## src/rtl/div_pkg.sv

```systemverilog
// Shared definitions for the sequential divider: state encoding and
// the counter-width helper.
package div_pkg;

    localparam logic [1:0] S_IDLE = 2'd0;
    localparam logic [1:0] S_ITER = 2'd1;
    localparam logic [1:0] S_FIX  = 2'd2;
    localparam logic [1:0] S_DONE = 2'd3;

    typedef enum logic [1:0] {
        IDLE = S_IDLE,
        ITER = S_ITER,
        FIX  = S_FIX,
        DONE = S_DONE
    } state_t;

    function automatic int clog2(input int value);
        int result;
        result = 0;
        for (int i = 0; i < 31; i++) begin
            if ((1 << i) < value) result = i + 1;
        end
        return result;
    endfunction

endpackage

```

## src/rtl/div_step.sv

```systemverilog
// One non-restoring iteration: shift {partial remainder, quotient} left,
// then add or subtract the divisor depending on the old remainder sign.
module div_step #(
    parameter int WIDTH = 32
) (
    input  logic [WIDTH:0]   pr_in,
    input  logic [WIDTH-1:0] q_in,
    input  logic [WIDTH-1:0] divisor,
    output logic [WIDTH:0]   pr_out,
    output logic [WIDTH-1:0] q_out
);

    logic [WIDTH:0] shifted;
    logic [WIDTH:0] divisor_ext;

    // Intermediate overflow of the shift is harmless: the result always lands
    // back in [-divisor, divisor), which fits in WIDTH+1 signed bits.
    always_comb begin
        shifted     = {pr_in[WIDTH-1:0], q_in[WIDTH-1]};
        divisor_ext = {1'b0, divisor};
        pr_out      = pr_in[WIDTH] ? (shifted + divisor_ext) : (shifted - divisor_ext);
        q_out       = {q_in[WIDTH-2:0], ~pr_out[WIDTH]};
    end

endmodule

```

## src/rtl/seq_divide.sv

```systemverilog
// Multi-cycle signed/unsigned divider with start/busy/done handshake and
// divide-by-zero reporting; C semantics for signed results.
module seq_divide
    import div_pkg::*;
#(
    parameter int WIDTH = 32
) (
    input  logic             clk,
    input  logic             rst_n,
    input  logic             start,
    input  logic             is_signed,
    input  logic [WIDTH-1:0] dividend,
    input  logic [WIDTH-1:0] divisor,
    output logic             busy,
    output logic             done,
    output logic             div_by_zero,
    output logic [WIDTH-1:0] quotient,
    output logic [WIDTH-1:0] remainder
);

    localparam int CW = clog2(WIDTH);

    state_t           state;
    state_t           next_state;
    logic             sign_mode;
    logic             dividend_neg;
    logic             divisor_neg;
    logic [WIDTH:0]   pr;
    logic [WIDTH-1:0] q_work;
    logic [WIDTH-1:0] div_mag;
    logic [CW-1:0]    cnt;

    logic             dividend_neg_in;
    logic             divisor_neg_in;
    logic [WIDTH-1:0] dividend_abs;
    logic [WIDTH-1:0] divisor_abs;
    logic [WIDTH:0]   step_pr;
    logic [WIDTH-1:0] step_q;
    logic [WIDTH-1:0] fix_rem;
    logic [WIDTH-1:0] q_result;
    logic [WIDTH-1:0] r_result;

    // Two's-complement negation of MIN wraps to 2^(WIDTH-1), which is the
    // correct magnitude when the result is read as unsigned.
    always_comb begin
        dividend_neg_in = is_signed & dividend[WIDTH-1];
        divisor_neg_in  = is_signed & divisor[WIDTH-1];
        dividend_abs    = dividend_neg_in ? -dividend : dividend;
        divisor_abs     = divisor_neg_in ? -divisor : divisor;
        fix_rem         = pr[WIDTH] ? (pr[WIDTH-1:0] + div_mag) : pr[WIDTH-1:0];
        q_result        = (sign_mode & (dividend_neg ^ divisor_neg)) ? -q_work : q_work;
        r_result        = (sign_mode & dividend_neg) ? -fix_rem : fix_rem;
    end

    div_step #(.WIDTH(WIDTH)) u_step (
        .pr_in   (pr),
        .q_in    (q_work),
        .divisor (div_mag),
        .pr_out  (step_pr),
        .q_out   (step_q)
    );

    always_ff @(posedge clk) begin
        if (!rst_n) state <= IDLE;
        else        state <= next_state;
    end

    always_comb begin
        next_state = state;
        case (state)
            IDLE: if (start) next_state = (divisor == '0) ? DONE : ITER;
            ITER: if (cnt == '0) next_state = FIX;
            FIX:  next_state = DONE;
            DONE: next_state = IDLE;
            default: next_state = IDLE;
        endcase
    end

    always_ff @(posedge clk) begin
        if (!rst_n) begin
            sign_mode    <= 1'b0;
            dividend_neg <= 1'b0;
            divisor_neg  <= 1'b0;
            pr           <= '0;
            q_work       <= '0;
            div_mag      <= '0;
            cnt          <= '0;
            quotient     <= '0;
            remainder    <= '0;
            div_by_zero  <= 1'b0;
        end else begin
            case (state)
                IDLE: begin
                    if (start) begin
                        sign_mode    <= is_signed;
                        dividend_neg <= dividend_neg_in;
                        divisor_neg  <= divisor_neg_in;
                        pr           <= '0;
                        q_work       <= dividend_abs;
                        div_mag      <= divisor_abs;
                        cnt          <= CW'(WIDTH - 1);
                        if (divisor == '0) begin
                            quotient    <= '1;
                            remainder   <= dividend;
                            div_by_zero <= 1'b1;
                        end
                    end
                end
                ITER: begin
                    pr     <= step_pr;
                    q_work <= step_q;
                    cnt    <= cnt - CW'(1);
                end
                FIX: begin
                    quotient    <= q_result;
                    remainder   <= r_result;
                    div_by_zero <= 1'b0;
                end
                default: ;
            endcase
        end
    end

    assign busy = (state != IDLE);
    assign done = (state == DONE);

endmodule

```

## config.mk

```make
export PLATFORM = sky130hd
export DESIGN_NAME = seq_divide
export DESIGN_NICKNAME = d
export VERILOG_FILES = /design/src/rtl/div_pkg.sv /design/src/rtl/div_step.sv /design/src/rtl/seq_divide.sv
export SDC_FILE = /design/constraint.sdc
export NUM_CORES = 1
export LEC_CHECK = 0
export ABC_AREA = 1
export CELL_PAD_IN_SITES_DETAIL_PLACEMENT = 2
export CELL_PAD_IN_SITES_GLOBAL_PLACEMENT = 2
export CORE_UTILIZATION = 32
export DETAILED_ROUTE_END_ITERATION = 8
export GPL_TIMING_DRIVEN = 0
export HOLD_SLACK_MARGIN = 0.12
export PLACE_DENSITY = 0.9
export SLEW_MARGIN = 20
export SYNTH_ARGS = -nofsm -noshare
export SYNTH_HDL_FRONTEND = slang
export SYNTH_HIERARCHICAL = 1
export SYNTH_SLANG_ARGS = --single-unit
```

## constraint.sdc

```tcl
create_clock -name clk -period 4 [get_ports clk]
set_input_delay 0.8 -clock clk [delete_from_list [all_inputs] [get_ports clk]]
set_output_delay 0.8 -clock clk [all_outputs]
set_load 0.02 [all_outputs]
```

==> metrics.cfg, run 1 <==
[run_status]
outcome=finished, final reports clean

[placed_design]
gp_congestion=0.945
hpwl_um=65600
placed_cell_area_mm2=0.0183
io_buffers=134
dp.cells=3515

[flow_run]
max_cap_viol_count=0

[sta]
finalMaxSlewViolations=0
finalCritPeriodShare_pct=95.3
hold_violations=0
rsz0062_at_grt=false
slew_headroom_pct=31.6
finClkSkew_ns=0.0178
worst_pin_slew_ns=1.03
setup_viol=0
post-route-min-period_ns=3.81
timing.fmax_mhz=262

[power_and_ir_drop]
p_sw_share_pct=59.4
vdd_drop_max_mv=0.600
pwr-share-comb_pct=71.7
powerDensity_mw_per_mm2=936
leakage_nw=9.12
p_int_mw=7.23
switchingPower_mw=10.6
p_clk_share_pct=11.0
power_frac_seq_pct=17.3

[cells_and_area]
nFillCells=6314
syn_to_final_growth_pct=17.6
fin_util_pct=38.0
final_cell_area_mm2=0.0190
drive_above_1_share_pct=8.70
fin_cells=3548
final_nets=3007

[drt]
met3_length_um=2600
wl_met1_um=33200
via_count=19300
drt_pre_antenna_iters=5
viasPerCell=5.44
met2_length_um=40100
drt-total-wl_um=79700
drt_iter0_markers=942
wl_per_cell_um=22.5
ant_nets=0
top_layer=met4
drc_errors=0

[worst_setup_path]
cp-start-kind=flip-flop
cp_common_cell=nand2_1
crit_buf_inv=0
cp_cell_sequence=nor2_1 > nand3_1 > nor2_1 > nand3_1 > nand2_1 > xor2_1 > ha_1 > a21oi_2 > nand2_1 > nand2_1 > nand2_1 > nand2_1 > nand2_1 > a21oi_2 > nand2_1 > nand2_1 > nand2_1 > a31oi_1
critPathMaxFanout=5
path_depth=18
crit_family=simple AND/OR/NAND/NOR gates
cp_data_arrival_time_ns=4.24
crit_end=q_work[0]
end_kind=flip-flop
r2r_start=div_mag[11]
cp_slowest_cell=dfxtp_1
cp.required_ns=4.43
max_stage_delay_ns=0.45
reg2regPathDepth=18
crit_start=div_mag[11]
r2r_slack_ns=0.19
criticalPathCategory=reg2reg
r2r-end=q_work[0]

[synthesis]
synth.top_cell.area_share_pct=21.3
syn-instance-count=2709
synth.distinct_cells=58
syn_area_per_cell_um2=5.97
synth_flop_cell=dfxtp_1
synth_top_cell_by_area=dfxtp_1
mappedNetlistArea_mm2=0.0162
synth.net_count=2854
synth_edf_count=0
synth_warnings=6
netlist_top_cells_area=dfxtp_1 21%, nand2_1 18%, inv_1 8.0%
yosysSeqAreaShare_pct=21.3
ys_ff_latch=172
async_flop_share_pct=0

[global_route]
grt_antenna_before_repair=0
grt_pass1_vias=21200
grt_pass1_wl_um=122000
grt_usage_pct=31.2
grt_max_degree=18
grt.overflow.total=0

[floorplan]
die_h_um=227
row_count=82
ios=135
start_util_pct=32.4
die_w_um=227
dieArea_mm2=0.0514
core_region_area_mm2=0.0500

[hold_path]
hp-class=reg2reg

[cts]
insertion_delay_ns=0.51
path_clk_slew_ns=0.09
cts_setup_buffers=0
numCtsBuffers=17
clockBufferDepth=2
cts_root_buf=clkbuf_16
cts_tree=done
cts_sinks=172
htreeDepth=4

==> area by class of cell <==
type	instances	area (um^2)	share of cell area, %
antenna	1	2.50	0.0132
buffer	117	608	3.20
clock buffer	19	443	2.33
clock inverter	13	198	1.04
inverter	362	1360	7.15
multi-input combinational	2058	10800	56.6
sequential	172	3450	18.1
tap	672	841	4.42
timing repair buffer	134	1340	7.06
==> worst min-delay path by stage <==
stage	depth (start not counted)	slack (ns)	start	to
floorplan	2	0.45	cnt[0]	cnt[0]
global placement	2	0.46	cnt[0]	cnt[0]
detailed placement	2	0.49	cnt[0]	cnt[0]
CTS	2	0.50	cnt[0]	cnt[0]
global route	2	0.55	cnt[0]	cnt[0]
finish	2	0.51	cnt[0]	cnt[0]
==> through the flow <==
| stage | setup TNS [ns] | hold WS (ns) | setup slack (ns) | total power [mW] |
|---|---|---|---|---|
| 2_1_floorplan | 0 | 0.450 | 1.25 | 11.3 |
| 3_3_place_gp | 0 | 0.463 | 0.110 | 14.8 |
| 3_5_place_dp | -0.523 | 0.490 | -0.0907 | 15.6 |
| 4_1_cts | 0 | 0.503 | 0.0588 | 17.7 |
| 5_1_grt | 0 | 0.547 | 0.0306 | 19.2 |
| 6_report | 0 | 0.508 | 0.186 | 17.8 |
==> power by group through the flow <==
stage	Combinational [mW]	Sequential (mW)	Clock, mW
after floorplan	8.61	2.74	0
final	12.8	3.08	1.96
after CTS	12.7	3.05	1.98
after detailed placement	12.6	3.08	0
after global placement	11.8	3.03	0
after global routing	14.1	3.10	2.02
==> synth_stat cells, types with 6 or more instances <==
| master | count |
|---|---|
| nor2_4 | 6 |
| buf_1 | 10 |
| a31oi_1 | 15 |
| buf_2 | 18 |
| o21ai_2 | 7 |
| dfxtp_1 | 172 |
| xor2_1 | 89 |
| o221ai_1 | 7 |
| nor2_2 | 25 |
| o21bai_1 | 6 |
| buf_4 | 32 |
| nand2_2 | 43 |
| nor3_2 | 12 |
| nor2_1 | 214 |
| nor3_1 | 27 |
| a21oi_1 | 240 |
| xnor2_1 | 26 |
| nand2_1 | 793 |
| nor4_1 | 11 |
| inv_1 | 345 |
| inv_2 | 13 |
| o21ai_0 | 138 |
| nand4_1 | 21 |
| a22oi_1 | 12 |
| nand3_2 | 15 |
| clkbuf_1 | 53 |
| ha_1 | 75 |
| o21ai_1 | 10 |
| nand3_1 | 165 |
| o211ai_1 | 29 |
| or2_2 | 23 |
==> layer usage <==
| metal | vias to the layer above | track usage, % |
|---|---|---|
| met5 | - | 0 |
| met4 | 0 | 15.8 |
| met3 | 146 | 3.41 |
| met2 | 456 | 56.3 |
| met1 | 9704 | 36.1 |
| li1 | 9002 | - |
==> layout by cell type (no fill, tap or decap), types with 12 or more instances in the layout <==
cell type	synthesis	routed
nand3_2	15	15
a22oi_1	12	12
clkbuf_16	0	17
a21oi_1	240	238
buf_2	18	18
clkbuf_1	53	54
nand4_1	21	21
clkdlybuf4s50_1	0	134
inv_1	345	345
xnor2_1	26	26
nor2_1	214	213
a31oi_1	15	15
nand2_2	43	43
or2_2	23	23
dfxtp_1	172	170
o21ai_0	138	138
o211ai_1	29	29
inv_2	13	13
nand2_1	793	793
ha_1	75	75
nor3_1	27	27
xor2_1	89	89
buf_4	32	32
nand3_1	165	165
nor3_2	12	12
nor2_2	25	26
==> flip-flops by register name, summed over array words and instances, names as in the netlist <==
signal	flops
divisor_neg	1
pr	33
remainder	32
div_by_zero	1
q_work	32
quotient	32
cnt	5
div_mag	32
sign_mode	1
state	2
dividend_neg	1
==> cell families (layout without fill, tap and decap cells) <==
family | Yosys count | after routing | synth area share, %
other cells | 0 | 1 | 0
buf+inv | 479 | 645 | 12.2
xor+xnor | 115 | 115 | 6.23
simple gates | 1375 | 1375 | 37.3
fa+ha+maj | 77 | 77 | 6.05
flops | 172 | 172 | 21.3
compound gates | 491 | 491 | 16.9
==> worst register-to-register path, delay by kind of cell, from the launching register on <==
family,cells,cell delay (ns)
adder cells (fa/ha/maj),1,0.38
AO/OA/AOI/OAI,3,0.65
XOR/XNOR,1,0.27
flip-flops,1,0.45
AND/OR/NAND/NOR,13,2.01
==> what timing repair did <==
action,in CTS,in global routing
hold buffers,0,0
endpoints found under the setup margin,1,3
gates resized for setup,1,3
pin swaps,0,0
Note: power is estimated with default switching activity, not from simulation.
==> run 2, diff against run 1 <==
--- a/config.mk
+++ b/config.mk
@@ -11,7 +11,7 @@
 export CORE_UTILIZATION = 32
 export DETAILED_ROUTE_END_ITERATION = 8
 export GPL_TIMING_DRIVEN = 0
-export HOLD_SLACK_MARGIN = 0.12
+export HOLD_SLACK_MARGIN = 0.06
 export PLACE_DENSITY = 0.9
 export SLEW_MARGIN = 20
 export SYNTH_ARGS = -nofsm -noshare
==> results of run 2 <==
Same layout as run 1: the final DEF is identical, and so are final timing and power.
